## config.mk

```make
export PLATFORM = sky130hd
export DESIGN_NAME = qduc_cfg_sequencer
export DESIGN_NICKNAME = d
export VERILOG_FILES = /design/src/rtl/qduc_cfg_sequencer.sv
export SDC_FILE = /design/constraint.sdc
export NUM_CORES = 1
export LEC_CHECK = 0
export BUFFER_PORTS_ARGS = -buffer_cell sky130_fd_sc_hd__buf_2
export CORE_MARGIN = 1
export CORE_UTILIZATION = 52
export DETAILED_ROUTE_END_ITERATION = 8
export PLACE_DENSITY = 0.86
export SETUP_SLACK_MARGIN = 0.2
export SLEW_MARGIN = 25
export SYNTH_ARGS = -nofsm -noshare
export SYNTH_HDL_FRONTEND = slang
export SYNTH_SLANG_ARGS = --single-unit
```

## constraint.sdc

```tcl
create_clock -name clk -period 4.9 [get_ports clk]
set_clock_uncertainty 0.1 [all_clocks]
set_input_delay 0.735 -clock clk [delete_from_list [all_inputs] [get_ports clk]]
set_output_delay 0.735 -clock clk [all_outputs]
set_load 0.02 [all_outputs]
```

## src/rtl/qduc_cfg_sequencer.sv

```systemverilog
// Configuration sequencer for the QDUC: accepts tuner settings over valid/ready and
// applies them on a CIC1 rate boundary, muting and draining the chain for disruptive changes.
module qduc_cfg_sequencer #(
   parameter int unsigned ISZ           = 16,
   parameter int unsigned FSZ           = 31,
   parameter int unsigned DRAIN_CYCLES  = 512,
   parameter int unsigned SETTLE_CYCLES = 512,
   parameter int unsigned CW            = 16
) (
   input  logic                  clk,
   input  logic                  reset,
   input  logic                  sync_stb,
   input  logic                  cfg_valid,
   output logic                  cfg_ready,
   input  logic [FSZ-1:0]        cfg_lo_freq,
   input  logic                  cfg_lo_dir,
   input  logic                  cfg_lo_ns_en,
   input  logic                  cfg_iq_swap,
   input  logic                  cfg_tuner_byp,
   input  logic signed [ISZ-1:0] in_i,
   input  logic signed [ISZ-1:0] in_q,
   output logic signed [ISZ-1:0] out_i,
   output logic signed [ISZ-1:0] out_q,
   output logic [FSZ-1:0]        lo_freq,
   output logic                  lo_dir,
   output logic                  lo_ns_en,
   output logic                  iq_swap,
   output logic                  tuner_byp,
   output logic                  busy,
   output logic                  applied_stb
);

   typedef enum logic [2:0] {
      IDLE,
      WAIT_SYNC_G,
      MUTE_WAIT,
      DRAIN,
      APPLY,
      SETTLE,
      SETTLE_SYNC
   } state_t;

   state_t         state_q;
   state_t         state_d;
   logic [CW-1:0]  cnt_q;
   logic [CW-1:0]  cnt_d;
   logic [1:0]     rst_sync;
   logic           rst_n;
   logic           xfer;
   logic           disr;
   logic           apply;
   logic           mute_d;
   logic           busy_d;

   logic [FSZ-1:0] sh_freq;
   logic           sh_dir;
   logic           sh_ns_en;
   logic           sh_iq_swap;
   logic           sh_tuner_byp;
   logic           sh_disr;

   // Asynchronous assertion, synchronous release of the internal reset
   always_ff @(posedge clk or negedge reset) begin
      if (!reset) rst_sync <= 2'b00;
      else        rst_sync <= {rst_sync[0], 1'b1};
   end

   assign rst_n = rst_sync[1];
   assign xfer  = cfg_valid && cfg_ready;
   assign disr  = (cfg_iq_swap != iq_swap) || (cfg_tuner_byp != tuner_byp);

   always_ff @(posedge clk or negedge rst_n) begin
      if (!rst_n) begin
         state_q <= IDLE;
         cnt_q   <= '0;
      end else begin
         state_q <= state_d;
         cnt_q   <= cnt_d;
      end
   end

   // Next state, counter and mute decision for the cycle after this one
   always_comb begin
      state_d = state_q;
      cnt_d   = cnt_q;
      apply   = 1'b0;
      mute_d  = 1'b0;
      busy_d  = 1'b0;
      case (state_q)
         IDLE: begin
            if (xfer) state_d = disr ? MUTE_WAIT : WAIT_SYNC_G;
         end
         WAIT_SYNC_G: begin
            if (sync_stb) state_d = APPLY;
         end
         MUTE_WAIT: begin
            if (sync_stb) begin
               state_d = DRAIN;
               cnt_d   = CW'(DRAIN_CYCLES - 1);
            end
         end
         DRAIN: begin
            if (cnt_q == '0) state_d = APPLY;
            else             cnt_d   = cnt_q - CW'(1);
         end
         APPLY: begin
            apply = 1'b1;
            if (sh_disr) begin
               state_d = SETTLE;
               cnt_d   = CW'(SETTLE_CYCLES - 1);
            end else begin
               state_d = IDLE;
            end
         end
         SETTLE: begin
            if (cnt_q == '0) state_d = SETTLE_SYNC;
            else             cnt_d   = cnt_q - CW'(1);
         end
         SETTLE_SYNC: begin
            if (sync_stb) state_d = IDLE;
         end
         default: state_d = IDLE;
      endcase
      mute_d = (state_d inside {MUTE_WAIT, DRAIN, SETTLE, SETTLE_SYNC}) ||
               ((state_d == APPLY) && sh_disr);
      // busy spans capture through the cycle the new controls become visible
      busy_d = (state_d != IDLE) || (state_q != IDLE);
   end

   always_ff @(posedge clk or negedge rst_n) begin
      if (!rst_n) begin
         cfg_ready   <= 1'b0;
         busy        <= 1'b0;
         applied_stb <= 1'b0;
         out_i       <= '0;
         out_q       <= '0;
      end else begin
         cfg_ready   <= !busy_d;
         busy        <= busy_d;
         applied_stb <= apply;
         out_i       <= mute_d ? '0 : in_i;
         out_q       <= mute_d ? '0 : in_q;
      end
   end

   // Shadow capture on handshake; classification is frozen with the capture
   always_ff @(posedge clk or negedge rst_n) begin
      if (!rst_n) begin
         sh_freq      <= '0;
         sh_dir       <= 1'b0;
         sh_ns_en     <= 1'b0;
         sh_iq_swap   <= 1'b0;
         sh_tuner_byp <= 1'b0;
         sh_disr      <= 1'b0;
      end else if (xfer) begin
         sh_freq      <= cfg_lo_freq;
         sh_dir       <= cfg_lo_dir;
         sh_ns_en     <= cfg_lo_ns_en;
         sh_iq_swap   <= cfg_iq_swap;
         sh_tuner_byp <= cfg_tuner_byp;
         sh_disr      <= disr;
      end
   end

   always_ff @(posedge clk or negedge rst_n) begin
      if (!rst_n) begin
         lo_freq   <= '0;
         lo_dir    <= 1'b0;
         lo_ns_en  <= 1'b0;
         iq_swap   <= 1'b0;
         tuner_byp <= 1'b0;
      end else if (apply) begin
         lo_freq   <= sh_freq;
         lo_dir    <= sh_dir;
         lo_ns_en  <= sh_ns_en;
         iq_swap   <= sh_iq_swap;
         tuner_byp <= sh_tuner_byp;
      end
   end

endmodule

```

==> reports/results.txt <==
Status = completed
First-pass GRT wire length = 17470 um
Critical path class = flop to flop
Mapped Area = 5190 sq um
MaxCap Viol Count = 0
Synth cell types = 47
Most frequent cells in the layout = buf_2 (140), dfrtp_1 (126), mux2_2 (72), nor3b_1 (34), clkbuf_16 (16)
Synth Warn # = 0
Async set-reset flop share out of synthesis = 1.000
Die H = 101.9 um
Clock latency at the later pin of the worst-skew pair = 0.51 ns
Area grow syn2layout = 28.28%
Worst Hold Class = flop to async pin
CP startpoint kind = flop
H-Tree Depth = 4
Initial core utilization = 0.5334
# diodes = 0
Share of the synthesized area in the top cell type = 0.6123
Total grt overflow = 0
Starting DRT DRC Count = 175
Port Buffer Count = 140
Synth area leaders = dfrtp_1 (61%), mux2_2 (16%), nor3b_1 (5.1%)
Wire length per cell = 16.61 um
TritonCTS Buffers = 17
Commonest non-fill, non-tap cell in the layout = buf_2
Root Driver = clkbuf_8
Clock sink total = 127
Final WS setup = 2.437 ns
Least-Margin Pin Slew = 0.8571 ns
Post-Synthesis Net Count = 448
Crit-path max FO = 20
Top Ports = 141
Drt via density = 5.352
Sw Share = 0.3433
Largest net degree at the start of global routing = 88
Vias in the first global route = 3659
Slew Viols, Final = 0
FP Rows = 36
Nets = 594
Antenna Nets Post-Route = 0
Sequential power share = 0.366
Yosys top cell by area = dfrtp_1
Worst path bufs/invs = 0
Clock buffer depth = 2
Detailed Place HPWL = 7275 um
Worst EP required = 5.23 ns
Cell Int Power = 3.114 mW
CTS tree = done
Drt total wl = 11080 um
CP delay by family, top = compound AO/OA/AOI/OAI gates
Slowest-stage cell, CP = dfrtp_1
Die area = 10380 sq um
FMAX = 406.1 MHz
Initial antenna violation count = 0
GRT Resource Usage Total = 0.2240
Max VDD drop = 424.9 uV
EDFF count, synth = 0
Fin Setup TNS = 0 ns
Syn_area_per_cell = 13.80 sq um
Worst Path Arrival = 2.79 ns
# DRC = 0
DRT Pass-1 Iters = 4
RePlAce Congestion = 0.8029
Slew margin rel. = 0.4264
Pre-CTS setup slack = 2.410 ns
# setup viols final = 0
Nature of the critical path endpoint = flop
RSZ-0062 raised after global routing = no
Layout cells sized above 1 = 0.5019
Seq/Total Area, Yosys = 0.6123
Net switching power = 1.628 mW
P_leak = 3.076 nW
Clk pwr share = 0.283
Post-CTS setup repair buffer count = 0
Overall die width = 101.9 um
Fillcell total = 702
CP cell instances = o21ai_0 -> o2bb2ai_4 -> o21ai_2 -> or4_1 -> a21oi_1
Tcrit/Tclk final = 0.5026
Core ar. = 9729 sq um
Via count = 3570
Syn Inst Count = 376
Min Tclk post-route = 2.463 ns
Synth Flop Type = dfrtp_1
Pwr/cell area = 712.3 nW/um^2
Register clock-pin slew on the reported worst setup and hold paths = 0.06 ns
Final Hold Viols = 0
CP max stage delay = 0.73 ns
Flops & latches, synth = 127
Combinational power share = 0.351
-- registers in the layout (all words and copies together), names as in the netlist, 2 cells and up --
register	count
cnt_q	16
lo_freq	31
out_i	16
out_q	16
rst_sync	2
sh_freq	31
state_q	3
-- routing by layer --
layer	GRT usage	vias to the layer above	part of all wire
met5	0	-	0
met1	0.2602	1798	0.40
met3	0.07592	26	0.053
li1	-	1632	-
met2	0.3794	114	0.53
met4	0.09780	0	0.023
-- power by group through the flow --
stage	clock, mW	combinational, mW	sequential [mW]
CTS	1.36	1.66	1.75
global placement	0	1.57	1.71
detailed placement	0	1.64	1.75
finish	1.34	1.66	1.74
floorplan	0	0.891	2.01
global route	1.40	1.78	1.79
-- synthesized netlist by cell type (2+ instances only) --
cell and count:
xor2_1 8, or2_2 4, nand4_1 4, nor3_1 4, clkbuf_1 3, o21ai_0 10, buf_2 9, nand2_1 13
or3_1 9, a21oi_1 11, nor2_1 14, o211ai_1 3, a31oi_1 3, and2_1 2, nor4_4 2, buf_6 3
dfrtp_1 127, mux2_2 72, xnor2_1 2, buf_4 3, nor3b_1 35, inv_1 4, nand3_1 7
-- worst register-to-register path, stage by stage, from the launching register on --
cell,delay [ns]
dfrtp_1,0.73
o21ai_0,0.28
o2bb2ai_4,0.30
o21ai_2,0.22
or4_1,0.57
a21oi_1,0.17
-- through the flow --
step             util  power, mW  area (sq um)  instances  hold WS (ns)
2_1_floorplan       -      2.904          5190        376        0.2312
3_3_place_gp   0.6139      3.285          5973        634        0.2369
3_5_place_dp   0.6139      3.392          5973        634        0.2523
4_1_cts        0.6815      4.772          6630        666        0.2657
5_1_grt        0.6843      4.975          6658        667        0.2279
6_report       0.6843      4.742          6658        667        0.1735
-- layout make-up --
class,count,area (sq um),area share
sequential,127,3182,0.4779
multi-input combinational,226,1879,0.2823
timing repair buffer,146,768.2,0.1154
clock buffer,23,496.7,0.07461
tap,133,166.4,0.02500
clock inverter,8,150.1,0.02255
inverter,4,15.01,0.002255
-- kinds of logic after synthesis --
group	Yosys count	synth area share
adder cells (fa/ha/maj)	1	0.002410
buffers and inverters	23	0.02724
multiplexers	72	0.1562
other	1	0.0007225
XOR/XNOR	10	0.01688
flip-flops	127	0.6123
AND/OR/NAND/NOR	108	0.1391
AO/OA/AOI/OAI	34	0.04508
-- final timing paths --
check,from,end,slack (ns),depth (start not counted)
worst min-delay path,rst_sync[1],cnt_q[4],0.17,0
min in group clk,rst_sync[0],rst_sync[1],0.26,0
worst max register to register,state_q[0],cnt_q[11],2.44,5
worst min register to register,rst_sync[1],cnt_q[4],0.17,0
worst max-delay path,state_q[0],cnt_q[11],2.44,5
max in group asynchronous,rst_sync[1],sh_freq[30],3.67,1
-- timing repair --
item	in CTS	in global routing
hold endpoints to repair	2	0
resized for setup	0	0
hold buffers	1	0
No activity file was read; power rests on OpenSTA's default activity.
